===== config.mk =====
export PLATFORM = sky130hd
export DESIGN_NAME = cpu_decode
export DESIGN_NICKNAME = d
export VERILOG_FILES = /design/src/rtl/cpu_decode.sv
export SDC_FILE = /design/constraint.sdc
export NUM_CORES = 1
export LEC_CHECK = 0
export ABC_AREA = 1
export CELL_PAD_IN_SITES_DETAIL_PLACEMENT = 2
export CELL_PAD_IN_SITES_GLOBAL_PLACEMENT = 2
export CORE_UTILIZATION = 27
export CTS_CLUSTER_DIAMETER = 30
export DETAILED_ROUTE_END_ITERATION = 8
export PLACE_DENSITY = 0.86
export SLEW_MARGIN = 20
export SYNTH_ARGS = -nofsm -noshare
export SYNTH_HDL_FRONTEND = slang
export SYNTH_SLANG_ARGS = --single-unit
export TNS_END_PERCENT = 50

===== constraint.sdc =====
create_clock -name clk_i -period 8.19 [get_ports clk_i]
set_input_delay 2.457 -clock clk_i [delete_from_list [all_inputs] [get_ports clk_i]]
set_output_delay 2.457 -clock clk_i [all_outputs]
set_load 0.005 [all_outputs]

===== src/rtl/cpu_decode.sv =====
// Moxie decode stage: splits a 16-bit opcode into form/op/register fields and a resolved
// immediate, and registers the result for execute. A register scoreboard blocks issue on RAW/WAW hazards.
module cpu_decode (
   input  logic        clk_i,
   input  logic        rst_i,
   input  logic [15:0] opcode_i,
   input  logic [31:0] operand_i,
   input  logic        valid_i,
   output logic        stall_o,
   input  logic        stall_i,
   input  logic        wb_en_i,
   input  logic [3:0]  wb_reg_i,
   output logic        valid_o,
   output logic [1:0]  form_o,
   output logic [7:0]  op_o,
   output logic [3:0]  rega_o,
   output logic [3:0]  regb_o,
   output logic [31:0] imm_o,
   output logic        has_imm_o,
   output logic        wreg_en_o,
   output logic        illegal_o
);

   logic [15:0] pending;
   logic [1:0]  d_form;
   logic [7:0]  d_op;
   logic [3:0]  d_rega, d_regb;
   logic [31:0] d_imm;
   logic        d_has_imm, d_wreg_en, d_illegal, hazard, accept, hold;

   always_comb begin
      d_form    = 2'd0;
      d_op      = 8'd0;
      d_rega    = 4'd0;
      d_regb    = 4'd0;
      d_imm     = 32'd0;
      d_has_imm = 1'b0;
      d_wreg_en = 1'b0;
      d_illegal = 1'b0;
      hazard    = 1'b0;
      if (!opcode_i[15]) begin
         d_form    = 2'd0;
         d_op      = opcode_i[15:8];
         d_rega    = opcode_i[7:4];
         d_regb    = opcode_i[3:0];
         d_illegal = (d_op > 8'h39);
         case (d_op)
            8'h01, 8'h03, 8'h08, 8'h09, 8'h0c, 8'h0d, 8'h1a, 8'h1b, 8'h1d,
            8'h1e, 8'h20, 8'h22, 8'h23, 8'h36, 8'h37, 8'h38, 8'h39: d_has_imm = 1'b1;
            default: d_has_imm = 1'b0;
         endcase
         case (d_op)
            8'h00, 8'h03, 8'h04, 8'h09, 8'h0b, 8'h0d, 8'h0e, 8'h1a, 8'h1e,
            8'h1f, 8'h23, 8'h24, 8'h25, 8'h30, 8'h35, 8'h37, 8'h39: d_wreg_en = 1'b0;
            default: d_wreg_en = ~d_illegal;
         endcase
         d_imm  = d_has_imm ? operand_i : 32'd0;
         hazard = pending[d_rega] | pending[d_regb];
      end else if (!opcode_i[14]) begin
         d_form    = 2'd2;
         d_op      = {6'd0, opcode_i[13:12]};
         d_rega    = opcode_i[11:8];
         d_imm     = {24'd0, opcode_i[7:0]};
         d_wreg_en = (opcode_i[13:12] != 2'd3);
         hazard    = pending[d_rega];
      end else begin
         d_form = 2'd3;
         d_op   = {4'd0, opcode_i[13:10]};
         d_imm  = {{21{opcode_i[9]}}, opcode_i[9:0], 1'b0};
      end
   end

   assign hold    = valid_o & stall_i;
   assign accept  = valid_i & ~rst_i & ~hazard & ~hold;
   assign stall_o = rst_i | (valid_i & ~accept);

   always_ff @(posedge clk_i) begin
      if (rst_i) begin
         valid_o   <= 1'b0;
         form_o    <= 2'd0;
         op_o      <= 8'd0;
         rega_o    <= 4'd0;
         regb_o    <= 4'd0;
         imm_o     <= 32'd0;
         has_imm_o <= 1'b0;
         wreg_en_o <= 1'b0;
         illegal_o <= 1'b0;
         pending   <= 16'd0;
      end else begin
         if (!hold) begin
            valid_o   <= accept;
            form_o    <= d_form;
            op_o      <= d_op;
            rega_o    <= d_rega;
            regb_o    <= d_regb;
            imm_o     <= d_imm;
            has_imm_o <= d_has_imm;
            wreg_en_o <= d_wreg_en;
            illegal_o <= d_illegal;
         end
         // Set is applied after clear so an issuing writer beats a same-cycle retire.
         begin
            logic [15:0] nxt;
            nxt = pending;
            if (wb_en_i)             nxt[wb_reg_i] = 1'b0;
            if (accept && d_wreg_en) nxt[d_rega]   = 1'b1;
            pending <= nxt;
         end
      end
   end

endmodule


# --- Yosys cells after proc, flatten, opt, wreduce, memory -nomap -nowiden ---
# Memories as Yosys holds them, arrays and structs flattened.
# Index checks and enable logic that the tools add are counted.
# W data, S select, Z words.
op_classes:
  n_lt_le_gt_ge: 8
  eq_ne: 17
  mux: 32
  bitwise_logic: 15
  n_reduce_logical: 6
ops:
  columns: ["cell", "n"]
  rows:
  - ["$mux W32", 3]
  - ["$eq A8 B6 Y1 const B", 7]
  - ["$mux W16", 3]
  - ["$eq A8 B4 Y1 const B", 4]
  - ["$lt A4 B5 Y1 const B", 5]
  - ["$eq A8 B5 Y1 const B", 3]
  - ["$reduce_or A17 Y1", 1]
  - ["$and A16 B16 Y16", 1]
  - ["$mux W4", 4]
  - ["$not A16 Y16", 1]
  - ["$or A16 B16 Y16", 1]
  - ["$mux W1", 15]
  - ["$bmux W1 S4", 3]
  - ["$demux W1 S4", 2]
  - ["$eq A8 B2 Y1 const B", 1]
  - ["$eq A8 B3 Y1 const B", 1]
  - ["$ge A4 B1 Y1 const B", 2]
  - ["$gt A8 B6 Y1 const B", 1]
  - ["$logic_not A8 Y1", 1]
  - ["$mux W7", 1]
  - ["$and A1 B1 Y1", 5]
  - ["$not A1 Y1", 5]
  - ["$logic_and A1 B1 Y1", 3]
  - ["$logic_not A2 Y1", 1]
  - ["other kinds (3)", 4]
totals:
  regBits: 70
  romBits: 64
  in_bits: 57
  output_inout_bits: 55
  word_cells: 89
  memories: 1
mem_list:
  columns: ["name", "depth", "width", "read_ports", "rd_ports_with_merged_regs", "write_ports", "line_no", "rtl"]
  rows:
  - ["(no name shown)", 64, 1, 1, 0, 0, "47", "case (d_op)"]

# --- Longest topological paths before layout ---
logic_depth:
  word_depth: 10
  mapped_depth: 13
  depth_no_buf: 12

# --- Worst setup path after synthesis ---
# No wires, ideal clock.
synth_timing:
  path_kind: "input to output"
  from: "input port opcode_i[9]"
  to: "output port stall_o"
  t_arrival_ns: 3.668
  required_time_ns: 5.733
  slack_ns: 2.065
  path_stages: 13
  path_buffers: 2
  path_cell_list: "buf_2 inv_2 nand3_1 nand2_1 nand2_1 nand2_1 nor2_1 nor2_1 nor2_2 buf_2 nand2_1 nand2_1 nand2_1"
synth_via:
  elab_chain_len: 10
synth_lines:
  columns: ["item", "line_no", "rtl"]
  rows:
  - ["start: declaration", "6", "input logic [15:0] opcode_i,"]
  - ["$bmux W1 S4", "65", "hazard = pending[d_rega];"]
  - ["$mux W1 (implied by the code)", "65", null]
  - ["$mux W1", "59", "end else if (!opcode_i[14]) begin"]
  - ["$mux W1", "41", "if (!opcode_i[15]) begin"]
  - ["$not A1 Y1", "74", "assign accept = valid_i & ~rst_i & ~hazard & ~hold;"]
  - ["$and A1 B1 Y1 (2 in a row)", "74", null]
  - ["$not A1 Y1", "75", "assign stall_o = rst_i | (valid_i & ~accept);"]
  - ["$and A1 B1 Y1", "75", null]
  - ["$or A1 B1 Y1", "75", null]
  - ["end: declaration", "9", "output logic stall_o,"]
# No other way between the ends. The select of a mux whose other input is x is not followed.

# --- Final worst setup path ---
layout_timing:
  from: "input port opcode_i[0]"
  to: "output port stall_o"
layout_via:
  elab_chain_len: 10
layout_lines:
  columns: ["item", "line_no", "rtl"]
  rows:
  - ["$bmux W1 S4", "58", "hazard = pending[d_rega] | pending[d_regb];"]
  - ["$mux W1 (implied by the code)", "58", null]
  - ["$or A1 B1 Y1", "58", null]
  - ["$mux W1", "41", null]
  - ["$not A1 Y1", "74", null]
  - ["$and A1 B1 Y1 (2 in a row)", "74", null]
  - ["$not A1 Y1", "75", null]
  - ["$and A1 B1 Y1", "75", null]
  - ["$or A1 B1 Y1", "75", null]
# No other way between the ends. The select of a mux whose other input is x is not followed.

==> metrics <==
routed vias/inst 5.09; flop2flop setup slack 4.86 ns; CP Buf/Inv Count 4; count leader, synth nand2_1; fin crit share 93.1%; cell-internal power 0.670 mW; initial core utilization 27.6%; DRT Wirelength 16100 um; leak pwr 2.08 nW; main combinational cell family by area after synthesis simple AND/OR/NAND/NOR gates; hold buffers post-CTS 0; layout cells sized above 1 10.2%; critical path cell sequence clkdlybuf4s50_1 -> clkinv_1 -> nand2_1 -> nand3_1 -> nand3_1 -> nand3_1 -> nand2_1 -> inv_1 -> nand2_1 -> nand2_2 -> nand2_1 -> nand2_1 -> nand2_1 -> clkdlybuf4s50_1; Compound-Gate Fraction of Synth Area 19.5%; met2 wire len 7890 um; IO Pins 112; Die ar. 0.0146 mm^2; clock network fraction of total power 43.5%; Worst-Skew Late Latency 0.34 ns; CP required 5.73 ns; Fillers 1599; Synth area leader dfxtp_1; Setup Skew 0.00419 ns; detailed-route via count 4315; area fraction of the dominant cell type after synthesis 36.2%; post-DR wirelength/cell 19.0 um; Layout Utilization 38.7%; fin crit period 7.62 ns; Final Setup Violations 0; core area 0.0138 mm^2; Net Sw Frac 28.2%; synth warn 0; RR Endpoint imm_o[11]; largest net degree at the start of global routing 55; PortBufs 110; CTS tree yes; Post-synth EDFFs 0; Placer Congestion 0.894; count of final hold-check violations 0; met1 wire length 6780 um; final slew viol count 0; top achievable clock speed 0.131 GHz; Min-Delay Path Class reg2reg; Max-Cap Viols 0; Resized cells post-CTS 0; hold endpoint regb_o[1]; Worst EP arrival 5.16 ns; hold path startpoint regb_o[1]; sequential power share 38.4%; Gate power share 18.1%; clock transition at the registers of the reported paths 0.06 ns; CP max stage delay 0.73 ns; GRT Util Overall 22.9%; sequential area share after synthesis 36.2%; Max FO, Critical Path 17; Main synth FF type dfxtp_1; Post-CTS Setup Bufs 0; slowest CP cell clkdlybuf4s50_1; Post-Syn Area 0.00381 mm^2; Crit. End Element output pin; 1st-iter DRT viols 162; Power Density 175 mW/mm^2; die width 121 um; Cell variety after synth 34; global-route wire length before repair 25500 um; worst hold path cell count 2; Synth Area in Adders 1.64%; vias in the first global route 4672; Worst Reg-to-Reg Cells 7; most used cell, CP nand2_1; setup TNS 0 ns; Synth Instances 565; met3 routed wirelength 1060 um; CP startpoint kind input port; Post-synth top cells 167 x nand2_1, 69 x dfxtp_1, 40 x inv_1, 40 x nand3_1, 33 x a31oi_1; status complete, no violations; reg2reg start valid_o; TritonCTS sink count 69; syn_nets 627; grt ovf 0; max layer used met4; P_sw 0.263 mW; largest cells by area after synthesis dfxtp_1 36%, nand2_1 16%, a31oi_1 5.4%; multiplexer share of the synthesized area 0%; Async SR Flop Fraction 0%; RSZ-0062 raised after global routing no; n_diodes 0; die height 121 um; 1st-pass router iterations 4; Synth Area in Simple Gates 33.1%; Synth Register Bits 69; CTS root buffer clkbuf_16; # rows 43; total CTS buffers 9; post-DP HPWL 12300 um; peak supply drop 0.0000805 V; Area Growth Syn to Fin 40.1%; syn avg cell area 6.75 um^2; post-layout net count 725; critical path type in2out; DR DRC count 0; Rel. slew slack 41.4%; post-route ant nets 0; worst-margin pin slew 0.876 ns; delay-heaviest family, CP buffers and inverters; H-tree levels 3; Post-Synth XOR/XNOR Area 0%; initial antenna violation count 0; Longest Clk Path Bufs 2
-- flip-flops by register name, indices dropped and copies added, names as in the netlist --
signal	flops
valid_o	1
has_imm_o	1
illegal_o	1
wreg_en_o	1
op_o	7
imm_o	32
regb_o	4
pending	16
form_o	2
rega_o	4
-- how the worst max path moves through the flow --
| stage | startpoint | end | slack (ns) | cells past startpoint |
|---|---|---|---|---|
| 6_report | opcode_i[0] | stall_o | 0.57 | 14 |
| 5_1_grt | opcode_i[0] | stall_o | 0.30 | 14 |
| 4_1_cts | opcode_i[0] | stall_o | 0.58 | 14 |
| 3_5_place_dp | opcode_i[0] | stall_o | 0.58 | 14 |
| 3_3_place_gp | opcode_i[0] | stall_o | 0.80 | 14 |
| 2_1_floorplan | opcode_i[9] | stall_o | 2.07 | 13 |
-- worst register-to-register path: stages (launching register included) --
cell	delay, ns
dfxtp_1	0.31
nand2_1	0.07
buf_4	0.30
clkinv_1	0.57
buf_4	0.46
nor2_1	0.44
nand2_1	0.62
a31oi_1	0.44
-- stage by stage --
stage	std cells	instance area (um^2)	setup slack [ns]	total power, mW	hold WS, ns
2_1_floorplan	565	3810	2.07	0.445	0.448
3_3_place_gp	832	5040	0.797	0.528	0.455
3_5_place_dp	832	5040	0.575	0.535	0.468
4_1_cts	848	5350	0.578	0.947	0.478
5_1_grt	848	5350	0.301	0.973	0.503
6_report	848	5350	0.568	0.933	0.469
-- cells in the final DEF (no fill, tap or decap), types with 4 or more instances in the layout --
cell             count
a21oi_1             30
a21oi_2              4
a22oi_1              9
a31oi_1             33
buf_4               10
clkbuf_16            9
clkdlybuf4s50_1    109
dfxtp_1             69
ha_1                 5
inv_1               40
inv_2                6
nand2_1            167
nand2_2             23
nand3_1             40
nand4_1             17
nor2_1              29
o211ai_1            10
o21ai_0             26
o22ai_1              4
-- power by group through the flow --
stage / clock network [mW] / logic (mW) / registers (mW)
2_1_floorplan: 0 / 0.0795 / 0.365
3_3_place_gp: 0 / 0.164 / 0.365
3_5_place_dp: 0 / 0.169 / 0.366
4_1_cts: 0.417 / 0.171 / 0.359
5_1_grt: 0.428 / 0.185 / 0.360
6_report: 0.406 / 0.169 / 0.358
-- final cells by class --
type	count	area, um^2	share of cell area (%)
multi-input cells	413	2080	38.8
inverters	50	190	3.56
clock buffers	11	243	4.54
repair buffers	120	1170	21.9
well taps	180	225	4.21
clock inverters	5	58.8	1.10
flip-flops and latches	69	1380	25.8
-- cell families after synthesis --
group / after synthesis
AO/OA/AOI/OAI: 123
other: 1
adder cells (fa/ha/maj): 5
flip-flops: 69
buffers and inverters: 83
AND/OR/NAND/NOR: 284
-- per-layer routing --
metal	up-vias	track usage (%)
li1	2086	-
met1	2088	26.7
met2	116	39.5
met3	25	6.39
met4	0	9.03
met5	-	0
Note: power is estimated with default switching activity, not from simulation.
